[config.mk]
export PLATFORM = sky130hd
export DESIGN_NAME = match_scheduler
export DESIGN_NICKNAME = d
export VERILOG_FILES = /design/src/rtl/match_scheduler_pkg.sv /design/src/rtl/match_scheduler_gap.sv /design/src/rtl/match_scheduler.sv
export SDC_FILE = /design/constraint.sdc
export NUM_CORES = 1
export LEC_CHECK = 0
export CORE_MARGIN = 5
export CORE_UTILIZATION = 50
export CTS_CLUSTER_SIZE = 16
export DETAILED_ROUTE_END_ITERATION = 10
export GPL_TIMING_DRIVEN = 0
export PLACE_DENSITY = 0.72
export SYNTH_ARGS = -nofsm -noshare
export SYNTH_HDL_FRONTEND = slang
export SYNTH_SLANG_ARGS = --single-unit
[constraint.sdc]
create_clock -name clk -period 6.3 [get_ports clk]
set_input_delay 1.26 -clock clk [delete_from_list [all_inputs] [get_ports clk]]
set_output_delay 1.26 -clock clk [all_outputs]
set_load 0.005 [all_outputs]
[src/rtl/match_scheduler_pkg.sv]
// rtl/match_scheduler_pkg.sv - shared state, round-type and width definitions for match_scheduler
package match_scheduler_pkg;

    localparam int WIN_W = 3;

    localparam logic [1:0] RT_NORMAL = 2'b00;
    localparam logic [1:0] RT_FAKE   = 2'b01;
    localparam logic [1:0] RT_SPEED  = 2'b10;

    typedef enum logic [2:0] {
        ST_IDLE,
        ST_ARM,
        ST_PLAY,
        ST_TALLY,
        ST_GAP,
        ST_DONE
    } state_e;

endpackage

[src/rtl/match_scheduler_gap.sv]
// rtl/match_scheduler_gap.sv - gap_timer: loadable tick down-counter with an expiry flag
module gap_timer #(
    parameter int CNT_W = 4
) (
    input  logic             clk,
    input  logic             rst,
    input  logic             load,
    input  logic [CNT_W-1:0] load_val,
    input  logic             tick,
    output logic             done
);

    logic [CNT_W-1:0] cnt_q;
    logic [CNT_W-1:0] cnt_d;

    always_comb begin
        cnt_d = cnt_q;
        if (load) begin
            cnt_d = load_val;
        end else if (tick && (cnt_q != '0)) begin
            cnt_d = cnt_q - 1'b1;
        end
    end

    // Expiry is flagged on the tick that consumes the last count.
    assign done = tick && !load && (cnt_q == CNT_W'(1));

    always_ff @(posedge clk or posedge rst) begin
        if (rst) begin
            cnt_q <= '0;
        end else begin
            cnt_q <= cnt_d;
        end
    end

endmodule

[src/rtl/match_scheduler.sv]
// rtl/match_scheduler.sv - best-of-N round sequencer; MATCH_SUDDEN_DEATH_EN forces a speed decider round
module match_scheduler
    import match_scheduler_pkg::*;
#(
    parameter int ROUNDS_TO_WIN = 3,
    parameter int SPEED_EVERY   = 3,
    parameter int GAP_TICKS     = 4
) (
    input  logic             clk,
    input  logic             rst,
    input  logic             start,
    input  logic             slowen,
    input  logic             rand_bit,    // LFSR bit; "rand" is a reserved word
    input  logic             round_done,
    input  logic             round_right,
    input  logic             round_tie,
    output logic             round_go,
    output logic [1:0]       round_type,
    output logic [WIN_W-1:0] wins_left,
    output logic [WIN_W-1:0] wins_right,
    output logic [3:0]       round_num,
    output logic             match_over,
    output logic             match_right,
    output logic             busy
);

    localparam logic [WIN_W-1:0] WIN_TARGET = WIN_W'(ROUNDS_TO_WIN);
    localparam logic [3:0]       SPEED_MOD  = 4'(SPEED_EVERY);

    state_e           state_q, state_d;
    logic             round_go_q, round_go_d;
    logic [1:0]       round_type_q, round_type_d;
    logic [WIN_W-1:0] wins_left_q, wins_left_d;
    logic [WIN_W-1:0] wins_right_q, wins_right_d;
    logic [3:0]       round_num_q, round_num_d;
    logic             match_right_q, match_right_d;
    logic             res_tie_q, res_tie_d;
    logic             res_right_q, res_right_d;

    logic             gap_load;
    logic             gap_done;
    logic [1:0]       sel_type;
    logic [WIN_W-1:0] left_inc;
    logic [WIN_W-1:0] right_inc;
    logic             next_round;

    gap_timer #(.CNT_W(4)) u_gap (
        .clk      (clk),
        .rst      (rst),
        .load     (gap_load),
        .load_val (4'(GAP_TICKS)),
        .tick     (slowen && (state_q == ST_GAP)),
        .done     (gap_done)
    );

    always_comb begin
        sel_type = rand_bit ? RT_FAKE : RT_NORMAL;
        if ((round_num_q % SPEED_MOD) == 4'd0) begin
            sel_type = RT_SPEED;
        end
`ifdef MATCH_SUDDEN_DEATH_EN
        if ((wins_left_q == WIN_TARGET - 1'b1) && (wins_right_q == WIN_TARGET - 1'b1)) begin
            sel_type = RT_SPEED;
        end
`endif
    end

    assign left_inc  = wins_left_q + 1'b1;
    assign right_inc = wins_right_q + 1'b1;

    always_comb begin
        state_d       = state_q;
        round_go_d    = 1'b0;
        round_type_d  = round_type_q;
        wins_left_d   = wins_left_q;
        wins_right_d  = wins_right_q;
        round_num_d   = round_num_q;
        match_right_d = match_right_q;
        res_tie_d     = res_tie_q;
        res_right_d   = res_right_q;
        gap_load      = 1'b0;
        next_round    = 1'b0;

        case (state_q)
            ST_IDLE, ST_DONE: begin
                if (start) begin
                    state_d       = ST_ARM;
                    wins_left_d   = '0;
                    wins_right_d  = '0;
                    round_num_d   = 4'd1;
                    match_right_d = 1'b0;
                end
            end
            ST_ARM: begin
                round_type_d = sel_type;
                round_go_d   = 1'b1;
                state_d      = ST_PLAY;
            end
            ST_PLAY: begin
                if (round_done) begin
                    res_tie_d   = round_tie;
                    res_right_d = round_right;
                    state_d     = ST_TALLY;
                end
            end
            ST_TALLY: begin
                if (res_tie_q) begin
                    next_round = 1'b1;
                end else if (res_right_q) begin
                    wins_right_d = right_inc;
                    if (right_inc == WIN_TARGET) begin
                        match_right_d = 1'b1;
                        state_d       = ST_DONE;
                    end else begin
                        next_round = 1'b1;
                    end
                end else begin
                    wins_left_d = left_inc;
                    if (left_inc == WIN_TARGET) begin
                        match_right_d = 1'b0;
                        state_d       = ST_DONE;
                    end else begin
                        next_round = 1'b1;
                    end
                end
                if (next_round) begin
                    round_num_d = (round_num_q == 4'd15) ? 4'd15 : round_num_q + 4'd1;
                    gap_load    = 1'b1;
                    state_d     = ST_GAP;
                end
            end
            ST_GAP: begin
                if (gap_done) begin
                    state_d = ST_ARM;
                end
            end
            default: state_d = ST_IDLE;
        endcase
    end

    always_ff @(posedge clk or posedge rst) begin
        if (rst) begin
            state_q       <= ST_IDLE;
            round_go_q    <= 1'b0;
            round_type_q  <= RT_NORMAL;
            wins_left_q   <= '0;
            wins_right_q  <= '0;
            round_num_q   <= 4'd0;
            match_right_q <= 1'b0;
            res_tie_q     <= 1'b0;
            res_right_q   <= 1'b0;
        end else begin
            state_q       <= state_d;
            round_go_q    <= round_go_d;
            round_type_q  <= round_type_d;
            wins_left_q   <= wins_left_d;
            wins_right_q  <= wins_right_d;
            round_num_q   <= round_num_d;
            match_right_q <= match_right_d;
            res_tie_q     <= res_tie_d;
            res_right_q   <= res_right_d;
        end
    end

    assign round_go    = round_go_q;
    assign round_type  = round_type_q;
    assign wins_left   = wins_left_q;
    assign wins_right  = wins_right_q;
    assign round_num   = round_num_q;
    assign match_over  = (state_q == ST_DONE);
    assign match_right = match_right_q;
    assign busy        = (state_q != ST_IDLE) && (state_q != ST_DONE);

endmodule
==> flow_metrics.py <==
metrics = {
    "timing": {
        "setup-violations-final": 0,
        "finalWorstPathRequiredPeriod_ps": 2970,
        "fin_crit_sh": 0.472,
        "hold_viol": 0,
        "tns_ps": 0,
        "drv_slew": 0,
        "layout_setup_ws_ps": 3330,
        "tightest_slew_ps": 870,
        "maxSlewHeadroom": 0.419,
        "fin_skew_ps": 10.4,
        "max_freq_mhz": 337,
        "hold_slack_ps": 524,
        "rsz0062_at_grt": "false",
    },
    "cells_and_area": {
        "syn_to_final_growth_pct": 19.4,
        "nFillCells": 264,
        "drive_above_1_share": 0.137,
        "num_antenna_cells": 0,
        "fin_area_sq_mm": 0.00192,
        "final_net_count": 210,
    },
    "clock_tree": {
        "cts_hold_buf": 0,
        "cts_resized": 0,
        "clk_latency_ps": 300,
        "ctsLongestPathBuffers": 2,
        "cts_buffers": 3,
        "h-tree-depth": 1,
        "clkSlewWorstSetupHoldPaths_ps": 130,
        "cts_tree": "yes",
        "cts_sinks": 23,
        "cts_post_setup_buffers_inserted": 0,
        "cts-root-buf": "clkbuf_4",
    },
    "pwr": {
        "netSwitchingPower_uw": 285,
        "power_leakage_nw": 0.904,
        "ir_worst_vdd_v": 0.000183,
        "comb_power_share": 0.549,
        "pwr-share-seq": 0.356,
        "cellPowerDensity_mw_per_mm2": 374,
        "clkPwrFrac": 0.095,
        "p_int_uw": 433,
        "swShare": 0.397,
    },
    "synthesis": {
        "synth.cell_area_sq_mm": 0.00161,
        "synth.distinct_cells": 53,
        "synth_area_per_cell_sq_um": 9.87,
        "syn_nets": 182,
        "seq_area_frac_synth": 0.358,
        "synth-seq-cells": 23,
        "ys_warn_count": 0,
        "synth_cells": 163,
    },
    "setup_path": {
        "r2r_slack_ps": 3330,
        "critPathRequiredTime_ps": 6500,
        "cp-start-kind": "flop",
        "r2r_end": "round_type[0]",
        "ff2ff_path_depth": 14,
        "cp_max_fo": 10,
        "rr_startpoint": "round_num[2]",
        "path_class": "flop to flop",
        "arrival_ps": 3170,
        "endpoint_kind": "flop",
        "crit_start": "round_num[2]",
    },
    "grt": {
        "grt_pass1_wl_mm": 5.84,
        "met3_usage": 0.0320,
        "busiest_layer": "met2",
        "first_global_vias": 1287,
        "grt_usage": 0.167,
        "use_met2": 0.292,
        "grt_max_degree": 24,
        "overflow": 0,
        "antenna_found_initial": 0,
        "use_met1": 0.216,
    },
    "detailed_routing": {
        "via_per_inst": 5.47,
        "drt_wl_total_mm": 3.26,
        "drtIter0Drc": 87,
        "wire_per_inst_um": 13.9,
        "final_antenna_net_count": 0,
        "dr.pass1.iters": 4,
        "drcViolationCount": 0,
        "routed-via-count": 1281,
    },
    "placement": {
        "placement.setup.worst_slack_ps": 3350,
        "gp_congestion": 0.864,
        "numPortBuffers": 23,
        "hpwl_mm": 2.55,
        "dpl_cell_area_sq_mm": 0.00189,
    },
    "floorplan": {
        "core_sq_mm": 0.00308,
        "die_area_sq_mm": 0.00445,
        "initial_core_util": 0.523,
        "std_cell_rows": 20,
        "die_w_um": 66.7,
        "pin_count": 24,
        "die_y_um": 66.7,
    },
    "hold_path": {
        "hp-class": "flop to flop",
        "whs_path_depth": 1,
        "hold_start": "round_type[0]",
        "hold_path_end": "round_type[0]",
    },
    "run_status": {
        "status": "complete, no violations",
    },
    "run": {
        "max_cap_violations": 0,
    },
}
area by class of cell:
cell class,instances,area (sq um),share of cell area
sequential,23,576,0.300
timing repair buffer,23,230,0.120
buffer,5,56.3,0.0293
clock buffer,4,26.3,0.0137
inverter,14,52.6,0.0274
tap,44,55.1,0.0287
multi-input combinational,121,925,0.481
cell usage after synthesis, drive strengths merged:
| master | count | area share |
|---|---|---|
| a211oi | 2 | 0.012 |
| a21o | 3 | 0.015 |
| a21oi | 8 | 0.025 |
| a221o | 1 | 0.0062 |
| a221oi | 1 | 0.016 |
| a22o | 5 | 0.028 |
| a22oi | 1 | 0.0047 |
| a311oi | 1 | 0.0054 |
| a31oi | 4 | 0.016 |
| a32o | 1 | 0.0062 |
| a41o | 1 | 0.0062 |
| and2 | 4 | 0.017 |
| and2b | 6 | 0.033 |
| and3 | 3 | 0.012 |
| and3b | 1 | 0.0054 |
| buf | 5 | 0.035 |
| dfrtp | 23 | 0.36 |
| ha | 11 | 0.086 |
| inv | 14 | 0.033 |
| mux2 | 4 | 0.028 |
| nand2 | 12 | 0.030 |
| nand2b | 3 | 0.012 |
| nand3 | 1 | 0.0031 |
| nand3b | 1 | 0.012 |
| nor2 | 10 | 0.023 |
| nor2b | 7 | 0.033 |
| nor3 | 2 | 0.0062 |
| nor4b | 1 | 0.0054 |
| nor4bb | 1 | 0.0062 |
| o2111ai | 1 | 0.0054 |
| o211ai | 2 | 0.0093 |
| o21ai | 8 | 0.025 |
| o21bai | 1 | 0.0047 |
| o221ai | 1 | 0.0054 |
| o22a | 1 | 0.0062 |
| o31ai | 2 | 0.012 |
| o32ai | 1 | 0.0054 |
| or2 | 1 | 0.0039 |
| xnor2 | 3 | 0.016 |
| xor2 | 5 | 0.027 |
placed cells by master, fill, tap and decap left out, drive strengths merged, types with 2 or more instances in the layout:
cell type / netlist / routed
clkbuf: 0 / 4
buf: 5 / 5
inv: 14 / 14
a211oi: 2 / 2
o21ai: 8 / 8
clkdlybuf4s50: 0 / 23
a31oi: 4 / 4
nor2: 10 / 10
a21oi: 8 / 8
nand2: 12 / 12
xor2: 5 / 5
o31ai: 2 / 2
nand2b: 3 / 3
nor2b: 7 / 7
and2b: 6 / 6
a22o: 5 / 5
and2: 4 / 4
xnor2: 3 / 3
and3: 3 / 3
o211ai: 2 / 2
dfrtp: 23 / 23
mux2: 4 / 4
a21o: 3 / 3
nor3: 2 / 2
ha: 11 / 11
registers in the layout (all words and copies together), names as in the netlist:
signal,cells
round_go,1
match_right,1
res_right_q,1
res_tie_q,1
u_gap.cnt_q,4
round_num,4
round_type,2
state_q,3
wins_left,3
wins_right,3
critical path: stages (launching register included):
cell and delay [ps]:
dfrtp_1 380, buf_6 150, nor2b_4 220, ha_1 170, inv_1 40, ha_1 180
buf_6 140, and2b_4 160, a221oi_4 250, ha_1 270, and2b_2 220, o211ai_1 90
a211oi_1 290, a211oi_2 90, a22o_1 200
cells by family (layout without fill, tap and decap cells):
| kind of cell | Yosys count | count (layout) | share of synthesized area |
|---|---|---|---|
| muxes | 4 | 4 | 0.0280 |
| DFF | 23 | 23 | 0.358 |
| adders and majority gates | 11 | 11 | 0.0855 |
| xor gates and xnor gates | 8 | 8 | 0.0435 |
| AOI/OAI and AO/OA | 45 | 45 | 0.215 |
| and+or+nand+nor | 53 | 53 | 0.203 |
| buffers and inverters | 19 | 46 | 0.0676 |
power groups by stage:
stage	Combinational [mW]	Sequential (mW)	Clock [mW]
2_1_floorplan	0.267	0.250	0
3_3_place_gp	0.380	0.255	0
3_5_place_dp	0.396	0.259	0
4_1_cts	0.398	0.257	0.0701
5_1_grt	0.437	0.266	0.0793
6_report	0.394	0.256	0.0681
how the worst max path moves through the flow:
stage | to | slack, ps | depth (start not counted)
detailed placement | round_type[0] | 3350 | 14
global placement | round_type[0] | 3440 | 14
finish | round_type[0] | 3330 | 14
floorplan | round_type[0] | 3570 | 14
global route | round_type[0] | 3110 | 14
CTS | round_type[0] | 3310 | 14
per-layer routing:
layer / up-vias / share of wire / wire length [um]
met5: - / 0 / 0
met4: 0 / 0.0043 / 14
met3: 2 / 0.028 / 91
met2: 16 / 0.50 / 1640
met1: 628 / 0.46 / 1510
li1: 635 / - / -
metrics by stage:
| stage | std cells | util | power, mW |
|---|---|---|---|
| 6_report | 234 | 0.624 | 0.718 |
| 5_1_grt | 234 | 0.624 | 0.782 |
| 4_1_cts | 234 | 0.624 | 0.724 |
| 3_5_place_dp | 230 | 0.615 | 0.655 |
| 3_3_place_gp | 230 | 0.615 | 0.635 |
| 2_1_floorplan | 163 | - | 0.517 |
Power figures use the tool's default switching activity.
==> RTL change 1: new RTL, config.mk and constraints unchanged <==
Add an input register stage for `start`, `slowen`, `rand_bit`, `round_done`, `round_right` and `round_tie`, without a reset; this delays them by one clock.
--- a/src/rtl/match_scheduler.sv
+++ b/src/rtl/match_scheduler.sv
@@ -29,2 +29,18 @@
 
+    logic start_q;
+    logic slowen_q;
+    logic rand_bit_q;
+    logic round_done_q;
+    logic round_right_q;
+    logic round_tie_q;
+
+    always_ff @(posedge clk) begin
+        start_q       <= start;
+        slowen_q      <= slowen;
+        rand_bit_q    <= rand_bit;
+        round_done_q  <= round_done;
+        round_right_q <= round_right;
+        round_tie_q   <= round_tie;
+    end
+
     state_e           state_q, state_d;
@@ -51,3 +67,3 @@
         .load_val (4'(GAP_TICKS)),
-        .tick     (slowen && (state_q == ST_GAP)),
+        .tick     (slowen_q && (state_q == ST_GAP)),
         .done     (gap_done)
@@ -56,3 +72,3 @@
     always_comb begin
-        sel_type = rand_bit ? RT_FAKE : RT_NORMAL;
+        sel_type = rand_bit_q ? RT_FAKE : RT_NORMAL;
         if ((round_num_q % SPEED_MOD) == 4'd0) begin
@@ -85,3 +101,3 @@
             ST_IDLE, ST_DONE: begin
-                if (start) begin
+                if (start_q) begin
                     state_d       = ST_ARM;
@@ -99,5 +115,5 @@
             ST_PLAY: begin
-                if (round_done) begin
-                    res_tie_d   = round_tie;
-                    res_right_d = round_right;
+                if (round_done_q) begin
+                    res_tie_d   = round_tie_q;
+                    res_right_d = round_right_q;
                     state_d     = ST_TALLY;
Check against the original RTL: not equivalent (Yosys sat finds a counterexample within 4 cycles, from zero or initial values and one cycle with rst high).
==> RTL change 1 against the unedited design <==
- core utilization shrank 0.57 points
- first-iteration DRC count shrank 55%
- clock skew shrank 0.0074 ns
- non-clock buffer count is the same
- synthesized cell count grew 3.7%
- count of clock-buffer cells in the layout grew 4
- sequential cell count grew 6
- final area grew 6.6%
- die area grew 4.8%
- synthesized area grew 5.7%
- wire length grew 7.0%
- setup slack lost 0.15 ns
- power grew 20%
- worst hold slack lost 0.057 ns
==> RTL change 1: results (changes against the unedited design) <==
metric,value,unit,change
post-DR wirelength/cell,14.2,um,+1.8%
met3 usage,0.0493,,+0.0172
fraction of area in non-clock buffers,0.134,,-0.0153
worst vdd ir,0.234,mV,+28%
Layout fillers,304,,+15%
nets,218,,+3.8%
layout cells sized above 1,0.140,,+0.00316
multi-input gate count,123,,+1.7%
hpwl dp,2670,um,+4.3%
DRT iter0 DRCs,39,,-55%
number of global-route vias before repair,1281,,-0.47%
skew final,0.00306,ns,-0.00735 ns
clk slew on worst S/H paths,0.08,ns,-0.05 ns
max incr delay on CP,0.51,ns,+0.13 ns
met1 usage,0.202,,-0.0145
WP data arrival,3.34,ns,+0.17 ns
number of buffers created by CTS,5,,+2
Post-synth ARST share,0.793,,-0.207
status,"finished, final reports clean",,
Clock buf/inv share,0.0287,,+0.0150
placed instance count,238,,+3.5%
Cell Pwr Density,422,nW/um2,+13%
Gate power share,0.528,,-0.021
Seq cells post-synth,29,,+26%
first-pass GRT wire length,5840,um,+0.12%
register area,696,um2,+21%
register area share after synthesis,0.409,,+0.0514
GRT Total Usage,0.173,,+0.00538
worst skew pair latency,0.32,ns,+0.02 ns
dominant cells by area after synthesis,"dfrtp_1, ha_1, dfxtp_1",,
via/cell ratio,5.50,,+0.54%
## RTL change 1: cell types whose count changed in the layout (fill, tap and decap cells not counted), sizes merged, moves of 3 or more
cell    change
a22o        -4
dfxtp       +6
nor2b       -5
o21ai       +5
a31oi       +3
o22ai       +3
clkbuf      +5
## RTL change 1: path summary, 6_finish.rpt
| path | endpoint | cells past startpoint | slack, ns | start |
|---|---|---|---|---|
| worst max-delay path | round_type[0]$_DFFE_PP0P_ | 12 | 3.18 | round_num[3]$_DFFE_PP0P_ |
| worst min-delay path | res_tie_q$_DFFE_PP0P_ | 1 | 0.47 | round_tie_q$_DFF_P_ |
| worst max register to register | round_type[0]$_DFFE_PP0P_ | 12 | 3.18 | round_num[3]$_DFFE_PP0P_ |
| worst min register to register | res_tie_q$_DFFE_PP0P_ | 1 | 0.47 | round_tie_q$_DFF_P_ |
| max in group asynchronous | round_num[3]$_DFFE_PP0P_ | 2 | 4.33 | rst |
| min in group asynchronous | round_num[0]$_DFFE_PP0P_ | 2 | 1.43 | rst |
==> RTL change 2: new RTL, config.mk and constraints unchanged <==
Without the edit above. `CNT_W` is set to 4 in 2 places; all go to 6.
--- a/src/rtl/match_scheduler_gap.sv
+++ b/src/rtl/match_scheduler_gap.sv
@@ -2,3 +2,3 @@
 module gap_timer #(
-    parameter int CNT_W = 4
+    parameter int CNT_W = 6
 ) (
--- a/src/rtl/match_scheduler.sv
+++ b/src/rtl/match_scheduler.sv
@@ -46,3 +46,3 @@
 
-    gap_timer #(.CNT_W(4)) u_gap (
+    gap_timer #(.CNT_W(6)) u_gap (
         .clk      (clk),
Formal check against the unedited RTL: same outputs for any inputs over 10 cycles, from zero or initial values and one cycle with rst high; that may be too few to reach the edited logic, so the function may still have changed.
==> RTL change 2 against the unedited design <==
- wire length up 4.7%
- setup slack worse by 0.20 ns
- power up 9.9%
- core utilization up 0.16 points
- synthesized cell count up 9.8%
- final area up 0.26%
- combinational power up 13%
- synthesized area about the same
- clock skew up 0.0028 ns
- sequential cell count up 2
- critical path type unchanged
==> RTL change 2: results (changes against the unedited design) <==
metric,value,unit,change
hold crit path type,reg2reg,,
Placed Instance Area,1900,um2,about the same
placed instance count,246,,+7.0%
worst slack at placement,3.16,ns,-0.191 ns
worst skew pair latency,0.32,ns,+0.02 ns
Worst path top cell family by delay,simple AND/OR/NAND/NOR gates,,
layout cells sized above 1,0.0874,,-0.0495
max incr delay on CP,0.51,ns,+0.13 ns
Internal Power,0.456,mW,+5.2%
commonest cells in the netlist,"dfrtp_1, o21ai_0, inv_1, nand2_1, nor2_1",,
Worst Max-Slew Pin Slew,0.952,ns,+0.0821 ns
CP max-delay cell,dfrtp_1,,
worst-path maximum fanout,10,,unchanged
nets,227,,+8.1%
clk slew on worst S/H paths,0.15,ns,+0.02 ns
largest net degree at the start of global routing,26,,+8.3%
Yosys Warn Count,0,,unchanged
Post-synth ARST share,1.00,,unchanged
register area share after synthesis,0.389,,+0.0308
via/cell ratio,5.44,,-0.70%
WP data arrival,3.39,ns,+0.22 ns
Longest Clk Path Bufs,2,,unchanged
Post-CTS Setup Repair Bufs,0,,unchanged
skew final,0.0132,ns,+0.00280 ns
worst vdd ir,0.189,mV,+3.5%
status,"finished, final reports clean",,
drt first pass iters,4,,unchanged
n_diodes,0,,unchanged
hpwl dp,2620,um,+2.5%
antenna violations before repair,0,,unchanged
Unique masters post-synth,49,,-7.5%
root buffer cell,clkbuf_4,,
gp weighted congestion,0.893,,+3.4%
Top reg by flops,u_gap.cnt_q,,
Post-Syn Instances,179,,+9.8%
dominant cells by area after synthesis,"dfrtp_1, ha_1, o21ai_0",,
number of buffers created by CTS,3,,unchanged
H-tree levels,1,,unchanged
# port buffers,23,,unchanged
Post-CTS Resized,0,,unchanged
Mapped Nets,199,,+9.3%
Layout fillers,287,,+8.7%
GRT Total Usage,0.181,,+0.0137
DRT iter0 DRCs,81,,-6.9%
Leak,0.845,nW,-6.5%
post-DR wirelength/cell,13.6,um,-2.0%
number of global-route vias before repair,1411,,+9.6%
number of flip-flops in the largest register,6,,
via count,1359,,+6.1%
first-pass GRT wire length,6260,um,+7.2%
[RTL change 2: changes by cell type after synthesis, sizes merged, moves of 4 or more]
cell	delta
nand3	+5
nor2	+4
o21ai	+8
and2b	-6
mux2	-4
a21oi	+4
a22o	-4
[RTL change 2: path summary, 6_finish.rpt]
kind | start | endpoint | slack [ns] | cells past startpoint
setup reg to reg | round_num[3]$_DFFE_PP0P_ | round_type[0]$_DFFE_PP0P_ | 3.13 | 12
hold / removal | round_type[1]$_DFFE_PP0P_ | round_type[1]$_DFFE_PP0P_ | 0.51 | 1
min in group asynchronous | rst | wins_left[1]$_DFFE_PP0P_ | 1.43 | 2
setup / recovery | round_num[3]$_DFFE_PP0P_ | round_type[0]$_DFFE_PP0P_ | 3.13 | 12
max in group asynchronous | rst | u_gap.cnt_q[2]$_DFFE_PP0P_ | 4.28 | 2
hold reg to reg | round_type[1]$_DFFE_PP0P_ | round_type[1]$_DFFE_PP0P_ | 0.51 | 1
[RTL change 2: routing by layer]
metal | vias up | global-route usage | share of wire
met5 | - | 0 | 0
li1 | 692 | - | -
met2 | 20 | 0.312 | 0.49
met4 | 0 | 0.0660 | 0.0056
met1 | 645 | 0.223 | 0.48
met3 | 2 | 0.0337 | 0.028
[RTL change 2: worst register-to-register path, delay by kind of cell, from the launching register on]
kind / cells / cell delay, ns
fa+ha+maj: 3 / 0.75
compound gates: 3 / 0.57
simple gates: 5 / 1.21
flops: 1 / 0.51
buf+inv: 1 / 0.04
[RTL change 2: cells by family after synthesis]
| group | count (synthesis) | synth area share |
|---|---|---|
| flops | 25 | 0.389 |
| xor+xnor | 7 | 0.0381 |
| buf+inv | 21 | 0.0583 |
| simple gates | 65 | 0.228 |
| fa+ha+maj | 12 | 0.0932 |
| compound gates | 49 | 0.193 |
[RTL change 2: cell type report]
type | count | area, um2 | share of cell area
Clock buffer | 3 | 22.5 | 0.0117
Tap cell | 44 | 55.1 | 0.0286
Clock inverter | 1 | 7.51 | 0.00390
Multi-Input combinational cell | 133 | 891 | 0.463
Sequential cell | 25 | 626 | 0.325
Timing Repair Buffer | 23 | 230 | 0.120
Inverter | 14 | 52.6 | 0.0273
Buffer | 7 | 41.3 | 0.0214
[RTL change 2: through the flow]
step / utilization / hold slack [ns]
global placement: 0.616 / 0.475
detailed placement: 0.616 / 0.486
floorplan: - / 0.488
finish: 0.626 / 0.514
CTS: 0.626 / 0.519
global route: 0.626 / 0.556
[RTL change 2: power groups by stage]
stage / combinational [mW] / sequential, mW / clock (mW)
3_5_place_dp: 0.445 / 0.273 / 0
3_3_place_gp: 0.425 / 0.269 / 0
6_report: 0.446 / 0.269 / 0.0741
5_1_grt: 0.504 / 0.281 / 0.0862
2_1_floorplan: 0.292 / 0.265 / 0
4_1_cts: 0.447 / 0.270 / 0.0777
